**config.mk**
```make
export PLATFORM = sky130hd
export DESIGN_NAME = count_stall_timer
export DESIGN_NICKNAME = d
export VERILOG_FILES = /design/src/rtl/count_stream_checker_stall_timer.sv
export SDC_FILE = /design/constraint.sdc
export NUM_CORES = 1
export LEC_CHECK = 0
export ABC_AREA = 0
export CAP_MARGIN = 20
export CORE_AREA = 2 2 39 41
export CTS_BUF_LIST = sky130_fd_sc_hd__clkbuf_2 sky130_fd_sc_hd__clkbuf_4 sky130_fd_sc_hd__clkbuf_8
export DETAILED_ROUTE_END_ITERATION = 8
export DIE_AREA = 0 0 41 43
export HOLD_SLACK_MARGIN = 0.06
export SLEW_MARGIN = 40
export SYNTH_ARGS = -nofsm -noshare
export SYNTH_HDL_FRONTEND = slang
export SYNTH_SLANG_ARGS = --single-unit
```
**constraint.sdc**
```tcl
create_clock -name i_clk -period 1.6 [get_ports i_clk]
set_clock_uncertainty 0.15 [all_clocks]
set_input_delay 0.24 -clock i_clk [delete_from_list [all_inputs] [get_ports i_clk]]
set_output_delay 0.24 -clock i_clk [all_outputs]
set_load 0.005 [all_outputs]
```
**src/rtl/count_stream_checker_stall_timer.sv**
```systemverilog
// count_stall_timer: counts consecutive stalled cycles and pulses o_expire on the STALL_CYCLES-th one.
// Ports: i_clk, i_reset (sync, active-high), i_enable (stalled cycle), i_clear (restart), o_expire (pulse).
module count_stall_timer #(
    parameter int unsigned STALL_CYCLES = 16
) (
    input  logic i_clk,
    input  logic i_reset,
    input  logic i_enable,
    input  logic i_clear,
    output logic o_expire
);
    localparam int CW = $clog2(STALL_CYCLES + 1);
    logic [CW-1:0] r_cnt;
    // Expiry is seen on the cycle that would make the count reach STALL_CYCLES, so the counter restarts from zero.
    assign o_expire = i_enable && (r_cnt == CW'(STALL_CYCLES - 1));
    always_ff @(posedge i_clk) begin
        if (i_reset || i_clear || o_expire) r_cnt <= '0;
        else if (i_enable) r_cnt <= r_cnt + CW'(1);
    end
endmodule

```
Word level (Yosys, flattened, before mapping)
Index checks and enable logic that the tools add are counted.
Widths: inputs -> output; s select.
{ "totals": {"ff_bits": 5, "elab_cells": 6} }
{ "op_classes": {"addsub": 1, "eq_ne": 1, "reduce_logical": 3} }
{ "ops": {"columns": ["operator", "count"], "rows": [
  ["$add 5x1->5 const B", 1],
  ["$eq 5x4->1 const B", 1],
  ["$logic_or 1x1->1", 2],
  ["$logic_and 1x1->1", 1]
]} }

Longest topological paths before layout
Gate-level depths: netlist of the first run.
{ "logic_depth": {"word_depth": 3, "ltp_mapped": 6, "mapped_depth_nobuf": 6} }

Worst setup path after synthesis of the first run
Ideal clock, no wire load.
{ "synth_path": {"path_type": "register to register", "start": "register r_cnt[0]", "end": "register r_cnt[4]", "setup_ns": 0.079, "t_arrival_ns": 1.523, "setup_slack_ns": -0.152, "stages_incl_launch_ff": 7, "path_buffers": 0, "period_less_slack_ns": 1.752, "path_cell_list": "dfxtp_1 ha_1 and3_1 ha_1 and2_4 or3_4 a211oi_2"} }
{ "synth_between": {"elab_chain_cells": 3, "elab_cells_between_ends": 4, "cone_classes": "add/sub (1); eq/ne (1); reduce/logical (2)"} }
{ "synth_rtl": {"columns": ["element", "line", "text"], "rows": [
  ["start, declared", "13", "logic [CW-1:0] r_cnt;"],
  ["start signal, assigned", "18", "else if (i_enable) r_cnt <= r_cnt + CW'(1);"],
  ["$eq 5x4->1", "15", "assign o_expire = i_enable && (r_cnt == CW'(STALL_CYCLES - 1));"],
  ["$logic_and 1x1->1", "15", null],
  ["via o_expire", "10", "output logic o_expire"],
  ["$logic_or 1x1->1", "17", "if (i_reset || i_clear || o_expire) r_cnt <= '0;"]
]} }
The timed path passes the listed nets, and every way through them passes these cells.
A chain may end at the register's enable or synchronous reset.

Final worst setup path of the first run
{ "layout_path": {"start": "register r_cnt[1]", "end": "register r_cnt[4]"} }
{ "layout_between": {"elab_chain_cells": 3, "elab_cells_between_ends": 4, "cone_classes": "add/sub (1); eq/ne (1); reduce/logical (2)"} }
{ "layout_rtl": {"columns": ["element"], "rows": [
  ["branches (longest 3 deep; another with $add 5x1->5)"]
]} }
Parallel ways; which one is timed is not known.

==> out/results.md, run 1 <==
| Stage | Parameter | This run |
| --- | --- | --- |
| clocking | Hold buffer count at CTS | 0 |
| clocking | Max Root-Sink Buffers | 2 |
| timing | Setup TNS Final | -0.132 ns |
| layout | Share of cells above drive strength 1 | 52.6% |
| power and ir drop | Total power | 321 uW |
| logic synthesis | Adder-cell area share of the yosys netlist | 10.3% |
| layout | Fill cell count | 153 |
| route | Total wire length | 499 um |
| hold path | Worst hold path type | flop to flop |
| layout | Final cell count without fillers | 54 |
| placed design | Cell Count Post-Placement | 48 |
| route | Total via count after detailed routing | 203 |
| layout | Regs by FF count | r_cnt x5 |
| die | Core box area | 0.00138 mm^2 |
| die | Die footprint | 0.00176 mm^2 |
| die | Number of placement rows | 14 |
| layout | Signed area change from the synthesized netlist to the final layout | 65.1% |
| worst setup path | Worst setup SP type | flop |
| die | Overall die width | 41 um |
| timing | Post-layout min period | 1.66 ns |
| route | Via-to-Cell Ratio | 3.76 |
| timing | Final hold viol count | 0 |
| route | Detail Route Antenna Nets | 0 |
| global routing | Vias in the first global route | 220 |
| layout | Area of all sequential standard cells | 103 um^2 |
| timing | Unrepaired setup endpoints after global routing | yes |
| timing | Final setup fails | 3 |
| clocking | Clock tree root buffer cell | clkbuf_4 |
| power and ir drop | Share of power burned in combinational logic | 9.1% |
| global routing | Largest net degree at the start of global routing | 7 |
| global routing | Global route overflow | 0 |
| power and ir drop | Clock share of power | 50.4% |
| route | Routed length per placed instance | 9.24 um |
| logic synthesis | Sequential share of the synthesized area | 41.0% |
| clocking | TritonCTS buffer count | 3 |
| power and ir drop | Lkg Pwr | 0.000165 uW |
| power and ir drop | Net switching share of the total power | 20.0% |
| timing | Highest clock rate | 601 MHz |
| logic synthesis | Area contributors post-synth | dfxtp_1 41%, ha_1 10%, nor2_1 7.7%, xor2_1 7.2%, a211oi_2 5.1% |
| worst setup path | Maximum fanout encountered on the critical timing path | 5 |
| timing | Share of the clock period used by the worst path | 104% |
| layout | Total area of multi-input combinational cells | 159 um^2 |
| power and ir drop | Internal power of the cells | 257 uW |
| logic synthesis | Library cell with the largest summed area after synthesis | dfxtp_1 |
| logic synthesis | Synthesized instance count | 24 |
| power and ir drop | Sw power | 64.1 uW |
| outcome | Run status | complete, but fails checks |
| die | Vertical extent of the die | 43 um |
| global routing | Antenna violations before repair | 0 |
| layout | Largest register by flop count | r_cnt |
| worst setup path | Worst setup EP type | flop |
| timing | Post-route setup slack | -0.0642 ns |
| logic synthesis | Area share of the largest cell type after synthesis | 41.0% |
| global routing | Overall track demand over capacity in global routing | 8.13% |
| logic synthesis | Area share of xor/xnor cells in the synthesized design | 10.8% |
| timing | Worst Hold Slack | 0.378 ns |
| worst setup path | Required time of the critical path | 1.61 ns |
| clocking | H-tree Lvls | 1 |
| route | DR pass1 iterations | 2 |
| layout | Number of antenna repair diodes | 0 |
| worst setup path | Critical path type | flop to flop |
| run | Maximum capacitance violations | 0 |
| clocking | Clock Sink Count | 5 |
| logic synthesis | Synth Register Bits | 5 |
| placed design | Count of port buffers added during placement | 4 |
| timing | Headroom to the max-slew limit | 92.4% |
| layout | Count of nets after finishing | 45 |
| logic synthesis | Number of distinct standard cells referenced by the synthesized netlist | 14 |
| die | Count of pins on the block boundary | 5 |
| logic synthesis | Largest family of logic cells by synthesized area | simple AND/OR/NAND/NOR gates |
| logic synthesis | Yosys warns | 0 |
| clocking | TritonCTS clock tree | built |
| clocking | Later-pin clock latency in the skew report | 0.24 ns |
| logic synthesis | Syn Std Cell Area | 244 um^2 |
| worst setup path | Arrival time worst endpoint | 1.67 ns |
| logic synthesis | Proportion of synthesized area in mux cells | 4.10% |
| route | 1st-iter DRT viols | 1 |
| timing | Number of max-slew violations in the final report | 0 |
| logic synthesis | Post-synthesis net count | 30 |
| die | Effective utilization at floorplan | 17.6% |
| logic synthesis | Synthesized-area fraction occupied by ao, oa, aoi and oai cells | 5.13% |
| placed design | Worst-case setup slack after placement | -0.186 ns |
| power and ir drop | IR Drop Worst-Case VDD | 408 uV |
| logic synthesis | Post-synthesis simple-gate area fraction | 22.6% |
| clocking | Clk pin slew, worst setup/hold paths | 0.05 ns |
| power and ir drop | Sequential fraction of design power | 40.6% |
| timing | Slew at the pin with the worst max-slew slack | 0.111 ns |
| route | DRC | 0 |
| placed design | Final GP Congestion | 0.678 |
| logic synthesis | Post-synthesis average cell area | 10.2 um^2 |
| global routing | First-pass GRT wire length | 862 um |
| layout | Number of flip-flops in the largest register | 5 |
| outcome | Failing checks | negative setup slack |
| power and ir drop | Power density cells | 797 mW/mm^2 |
## layout make-up
class	instances	share of cell area (%)
flip-flops and latches	5	25.5
well taps	16	4.97
inverters	1	0.932
repair buffers	11	21.7
clock buffers	4	7.45
multi-input cells	17	39.4
## cell families (layout without fill, tap and decap cells)
group,count (synthesis),count (layout)
and+or+nand+nor,10,10
DFF,5,5
xor gates and xnor gates,3,3
adders and majority gates,2,2
buffers and inverters,2,16
AOI/OAI and AO/OA,1,1
muxes,1,1
## power groups by stage
| stage | Combinational [uW] | Sequential [uW] | Clock [uW] |
|---|---|---|---|
| floorplan | 16.1 | 132 | 0 |
| CTS | 29.5 | 130 | 169 |
| global placement | 28.0 | 132 | 0 |
| global route | 32.7 | 130 | 184 |
| detailed placement | 28.8 | 132 | 0 |
| finish | 29.1 | 130 | 162 |
## layout by cell type (no fill, tap or decap)
cell,count
clkdlybuf4s50_1,3
and2_4,1
mux2i_1,1
buf_4,7
ha_4,2
and3_4,1
a211oi_2,1
or3_4,1
buf_2,1
dfxtp_1,3
xor2_1,2
nand4_1,1
xnor2_1,1
inv_1,1
nand2_1,1
nor2_1,5
clkbuf_4,4
dfxtp_2,2
## through the flow
step | cell area (um^2) | util (%)
floorplan | 267 | -
global placement | 353 | 25.5
detailed placement | 353 | 25.5
CTS | 395 | 28.6
global route | 403 | 29.1
finish | 403 | 29.1
## what timing repair did
item / in CTS / in global routing
setup endpoints to repair: 6 / 6
resized for setup: 5 / 0
pin swaps: 3 / 1
buffers inserted: 1 / 1
## per-layer routing
layer	vias up	GRT usage (%)	share of wire (%)
met2	4	11.6	49
met3	2	4.71	5.4
met5	-	0	0
met1	90	7.40	43
li1	107	-	-
met4	0	8.00	2.0
## worst max-delay path, stage by stage, from the launching register on
cell,delay (ns)
dfxtp_2,0.33
ha_4,0.16
and3_4,0.17
ha_4,0.14
and2_4,0.13
or3_4,0.36
a211oi_2,0.15
## cell usage after synthesis
cell and number:
dfxtp_1 5, nor2_1 5, ha_1 2, xor2_1 2, a211oi_2 1, and2_4 1
and3_1 1, buf_6 1, inv_1 1, mux2i_1 1, nand2_1 1, nand4_1 1
or3_4 1, xnor2_1 1
## path summary, 6_finish.rpt
check	from	to	slack (ns)	depth (start not counted)
setup / recovery	r_cnt[1]$_SDFFE_PP0P_	r_cnt[4]$_SDFFE_PP0P_	-0.06	6
hold / removal	r_cnt[4]$_SDFFE_PP0P_	r_cnt[4]$_SDFFE_PP0P_	0.38	2
setup reg to reg	r_cnt[1]$_SDFFE_PP0P_	r_cnt[4]$_SDFFE_PP0P_	-0.06	6
hold reg to reg	r_cnt[4]$_SDFFE_PP0P_	r_cnt[4]$_SDFFE_PP0P_	0.38	2
Power figures use the tool's default switching activity.
==> run 2, diff against run 1 <==
--- a/constraint.sdc
+++ b/constraint.sdc
@@ -3,3 +3,3 @@
 set_input_delay 0.24 -clock i_clk [delete_from_list [all_inputs] [get_ports i_clk]]
 set_output_delay 0.24 -clock i_clk [all_outputs]
-set_load 0.005 [all_outputs]
+set_load 0.05 [all_outputs]
==> run 2 against run 1 <==
The flow still finishes with violations (negative setup slack); final cell count is 3.7% lower; register-to-register slack worse by 0.02 ns; combinational power is 2% higher; design area is 2.2% higher; core utilization is 0.63 points higher; hold slack better by 0.0019 ns; count of clock-buffer cells in the layout stayed put; die area stayed put; clock power hardly changed.
==> out/results.md, run 2 (synthesis results as in run 1) <==
| Stage | Parameter | This run | Change |
| --- | --- | --- | --- |
| clocking | TritonCTS clock tree | built |  |
| layout | Regs by FF count | r_cnt x5 |  |
| timing | Slew at the pin with the worst max-slew slack | 0.167 ns | +0.0559 ns |
| timing | Headroom to the max-slew limit | 88.8% | -3.6 points |
| route | 1st-iter DRT viols | 0 | -1 |
| die | Die footprint | 0.00176 mm^2 | unchanged |
| clocking | Clk pin slew, worst setup/hold paths | 0.04 ns | about the same |
| power and ir drop | Net switching share of the total power | 20.4% | +0.47 points |
| power and ir drop | Total power | 323 uW | +0.68% |
| timing | Post-layout min period | 1.81 ns | +0.147 ns |
| power and ir drop | IR Drop Worst-Case VDD | 354 uV | -13% |
| clocking | Later-pin clock latency in the skew report | 0.24 ns | about the same |
| route | Detail Route Antenna Nets | 0 | unchanged |
| placed design | Dpl hpwl | 317 um |  |
| timing | Final setup fails | 6 | +3 |
| worst setup path | Highest cell delay on the worst timing path | 0.33 ns | -0.03 ns |
| timing | Post-route setup slack | -0.211 ns | -0.147 ns |
| timing | Unrepaired setup endpoints after global routing | yes |  |
| global routing | Largest net degree at the start of global routing | 7 | unchanged |
| layout | Commonest non-fill, non-tap cells in the layout | 4 x clkbuf_4, 4 x buf_4, 3 x nor2_1, 3 x clkdlybuf4s50_1, 3 x dfxtp_1 |  |
| clocking | Clock tree root buffer cell | clkbuf_4 |  |
| layout | Final instance area | 412 um^2 | +2.2% |
| global routing | First-pass GRT wire length | 821 um | -4.8% |
| die | Effective utilization at floorplan | 17.6% | unchanged |
| global routing | Overall track demand over capacity in global routing | 7.62% | -0.52 points |
| power and ir drop | Clock share of power | 50.5% | about the same |
| power and ir drop | Sw power | 66.1 uW | +3.0% |
| route | Highest metal used | met4 |  |
| global routing | Global route overflow | 0 | unchanged |
| timing | Setup TNS Final | -0.346 ns | -0.214 ns |
| die | Overall die width | 41 um | unchanged |
| layout | Count of nets after finishing | 43 | -4.4% |
| die | Vertical extent of the die | 43 um | unchanged |
| power and ir drop | Share of power burned in combinational logic | 9.2% | about the same |
| power and ir drop | Lkg Pwr | 0.000157 uW | -4.9% |
| power and ir drop | Power density cells | 785 mW/mm^2 | -1.5% |
| run | Maximum capacitance violations | 0 | unchanged |
| placed design | Final GP Congestion | 0.689 | +1.6% |
| outcome | Failing checks | negative setup slack |  |
| global routing | Antenna violations before repair | 0 | unchanged |
| worst setup path | Critical-path cell list | ha_4 -> and3_4 -> ha_4 -> and2_4 -> buf_6 -> buf_12 |  |
| hold path | Worst hold path type | flop to flop |  |
| timing | Final hold viol count | 0 | unchanged |
| route | Total wire length | 456 um | -8.6% |
| worst setup path | Worst setup EP type | primary output |  |
| power and ir drop | Internal power of the cells | 257 uW | about the same |
| worst setup path | Critical path type | flop to primary output |  |
| worst setup path | Worst setup SP type | flop |  |
| worst setup path | Critical path destination | o_expire |  |
| worst setup path | Arrival time worst endpoint | 1.42 ns | -0.25 ns |
| worst setup path | Crit path top cell by count | ha_4 |  |
| layout | Largest register by flop count | r_cnt |  |
| worst setup path | Reg2reg start | r_cnt[1]$_SDFFE_PP0P_ |  |
| die | Count of pins on the block boundary | 5 | unchanged |
| route | WL met1 | 218 um | +1.4% |
| timing | Number of max-slew violations in the final report | 0 | unchanged |
| timing | Share of the clock period used by the worst path | 113% | +9.2 points |
| power and ir drop | Sequential fraction of design power | 40.3% | -0.3 points |
| clocking | H-tree Lvls | 1 | unchanged |
| route | Via-to-Cell Ratio | 3.90 | +3.8% |
| outcome | Run status | complete, but fails checks |  |
| die | Number of placement rows | 14 | unchanged |
| timing | Highest clock rate | 552 MHz | -8.1% |
| layout | Area of all sequential standard cells | 103 um^2 | unchanged |
| worst setup path | Critical path startpoint | r_cnt[1]$_SDFFE_PP0P_ |  |
| worst setup path | Capture instance of the worst register-to-register path | r_cnt[4]$_SDFFE_PP0P_ |  |
| worst setup path | Cell type of the slowest stage on the worst timing path | dfxtp_2 |  |
| worst setup path | Cell depth of the worst flop-to-flop path | 6 | unchanged |
| route | Total via count after detailed routing | 203 | unchanged |
| clocking | TritonCTS buffer count | 3 | unchanged |
| clocking | Max Root-Sink Buffers | 2 | unchanged |
| route | DRC | 0 | unchanged |
| route | Routed length per placed instance | 8.77 um | -5.1% |
| route | Met2 Routed Length | 189 um | -23% |
| layout | Fill cell count | 148 | -3.3% |
| layout | Final cell count without fillers | 52 | -3.7% |
| clocking | Clock Sink Count | 5 | unchanged |
| worst setup path | Required time of the critical path | 1.21 ns | -0.40 ns |
| layout | Signed area change from the synthesized netlist to the final layout | 68.7% |  |
| route | Met3 wire len | 27 um | unchanged |
| worst setup path | Maximum fanout encountered on the critical timing path | 2 | -3 |
| layout | Total area of multi-input combinational cells | 164 um^2 | +3.1% |
| global routing | Vias in the first global route | 198 | -10% |
| route | DR pass1 iterations | 1 | -1 |
| layout | Share of cells above drive strength 1 | 55.6% | +2.9 points |
| layout | Number of antenna repair diodes | 0 | unchanged |
| die | Core box area | 0.00138 mm^2 | unchanged |
| placed design | Cell area reported after detailed placement | 355 um^2 | +0.71% |
| placed design | Cell Count Post-Placement | 47 | -2.1% |
| placed design | Count of port buffers added during placement | 4 | unchanged |
| worst setup path | Worst setup slack for register-to-register paths | -0.08 ns | -0.02 ns |
| layout | Number of flip-flops in the largest register | 5 | unchanged |
| placed design | Worst-case setup slack after placement | -0.125 ns | +0.0617 ns |
[run 2: critical path: cells and delay by family (launching register included)]
family | cells | cell delay, ns
adder cells (fa/ha/maj) | 2 | 0.29
buffers and inverters | 2 | 0.24
flip-flops | 1 | 0.33
AND/OR/NAND/NOR | 2 | 0.31
[run 2: timing repair]
item,4_1_cts,5_1_grt
gates resized for setup,2,2
hold buffers,0,0
buffers inserted,0,1
endpoints found under the setup margin,6,6
pin swaps,2,1
[run 2: final cells by class]
| cell class | instances | area share [%] |
|---|---|---|
| timing repair buffer | 9 | 22.2 |
| tap | 16 | 4.86 |
| inverter | 1 | 0.912 |
| clock buffer | 4 | 7.29 |
| multi-input combinational | 17 | 39.8 |
| sequential | 5 | 24.9 |
[run 2: per-layer routing]
layer | vias to the layer above | track usage, %
li1 | 103 | -
met1 | 91 | 9.58
met2 | 7 | 8.75
met3 | 2 | 1.57
met4 | 0 | 10.0
met5 | - | 0
[run 2: worst min-delay path by stage]
stage | start | endpoint | slack, ns | cells after the start
after floorplan | i_reset | r_cnt[0]$_SDFFE_PP0P_ | 0.28 | 2
after global placement | r_cnt[4]$_SDFFE_PP0P_ | r_cnt[4]$_SDFFE_PP0P_ | 0.36 | 2
after detailed placement | r_cnt[3]$_SDFFE_PP0P_ | r_cnt[3]$_SDFFE_PP0P_ | 0.38 | 2
after CTS | r_cnt[4]$_SDFFE_PP0P_ | r_cnt[4]$_SDFFE_PP0P_ | 0.38 | 2
after global routing | r_cnt[4]$_SDFFE_PP0P_ | r_cnt[4]$_SDFFE_PP0P_ | 0.41 | 2
final | r_cnt[3]$_SDFFE_PP0P_ | r_cnt[3]$_SDFFE_PP0P_ | 0.38 | 2
[run 2: metrics by stage]
step | utilization [%] | hold WS (ns)
detailed placement | 25.7 | 0.377
CTS | 28.8 | 0.384
finish | 29.7 | 0.380
global route | 29.7 | 0.405
global placement | 25.7 | 0.365
floorplan | - | 0.283
[run 2: power groups by stage]
stage	Sequential [uW]	Clock, uW	Combinational, uW
finish	130	163	29.8
global route	130	181	33.5
CTS	130	172	28.6
detailed placement	132	0	28.0
global placement	132	0	27.9
floorplan	132	0	16.2
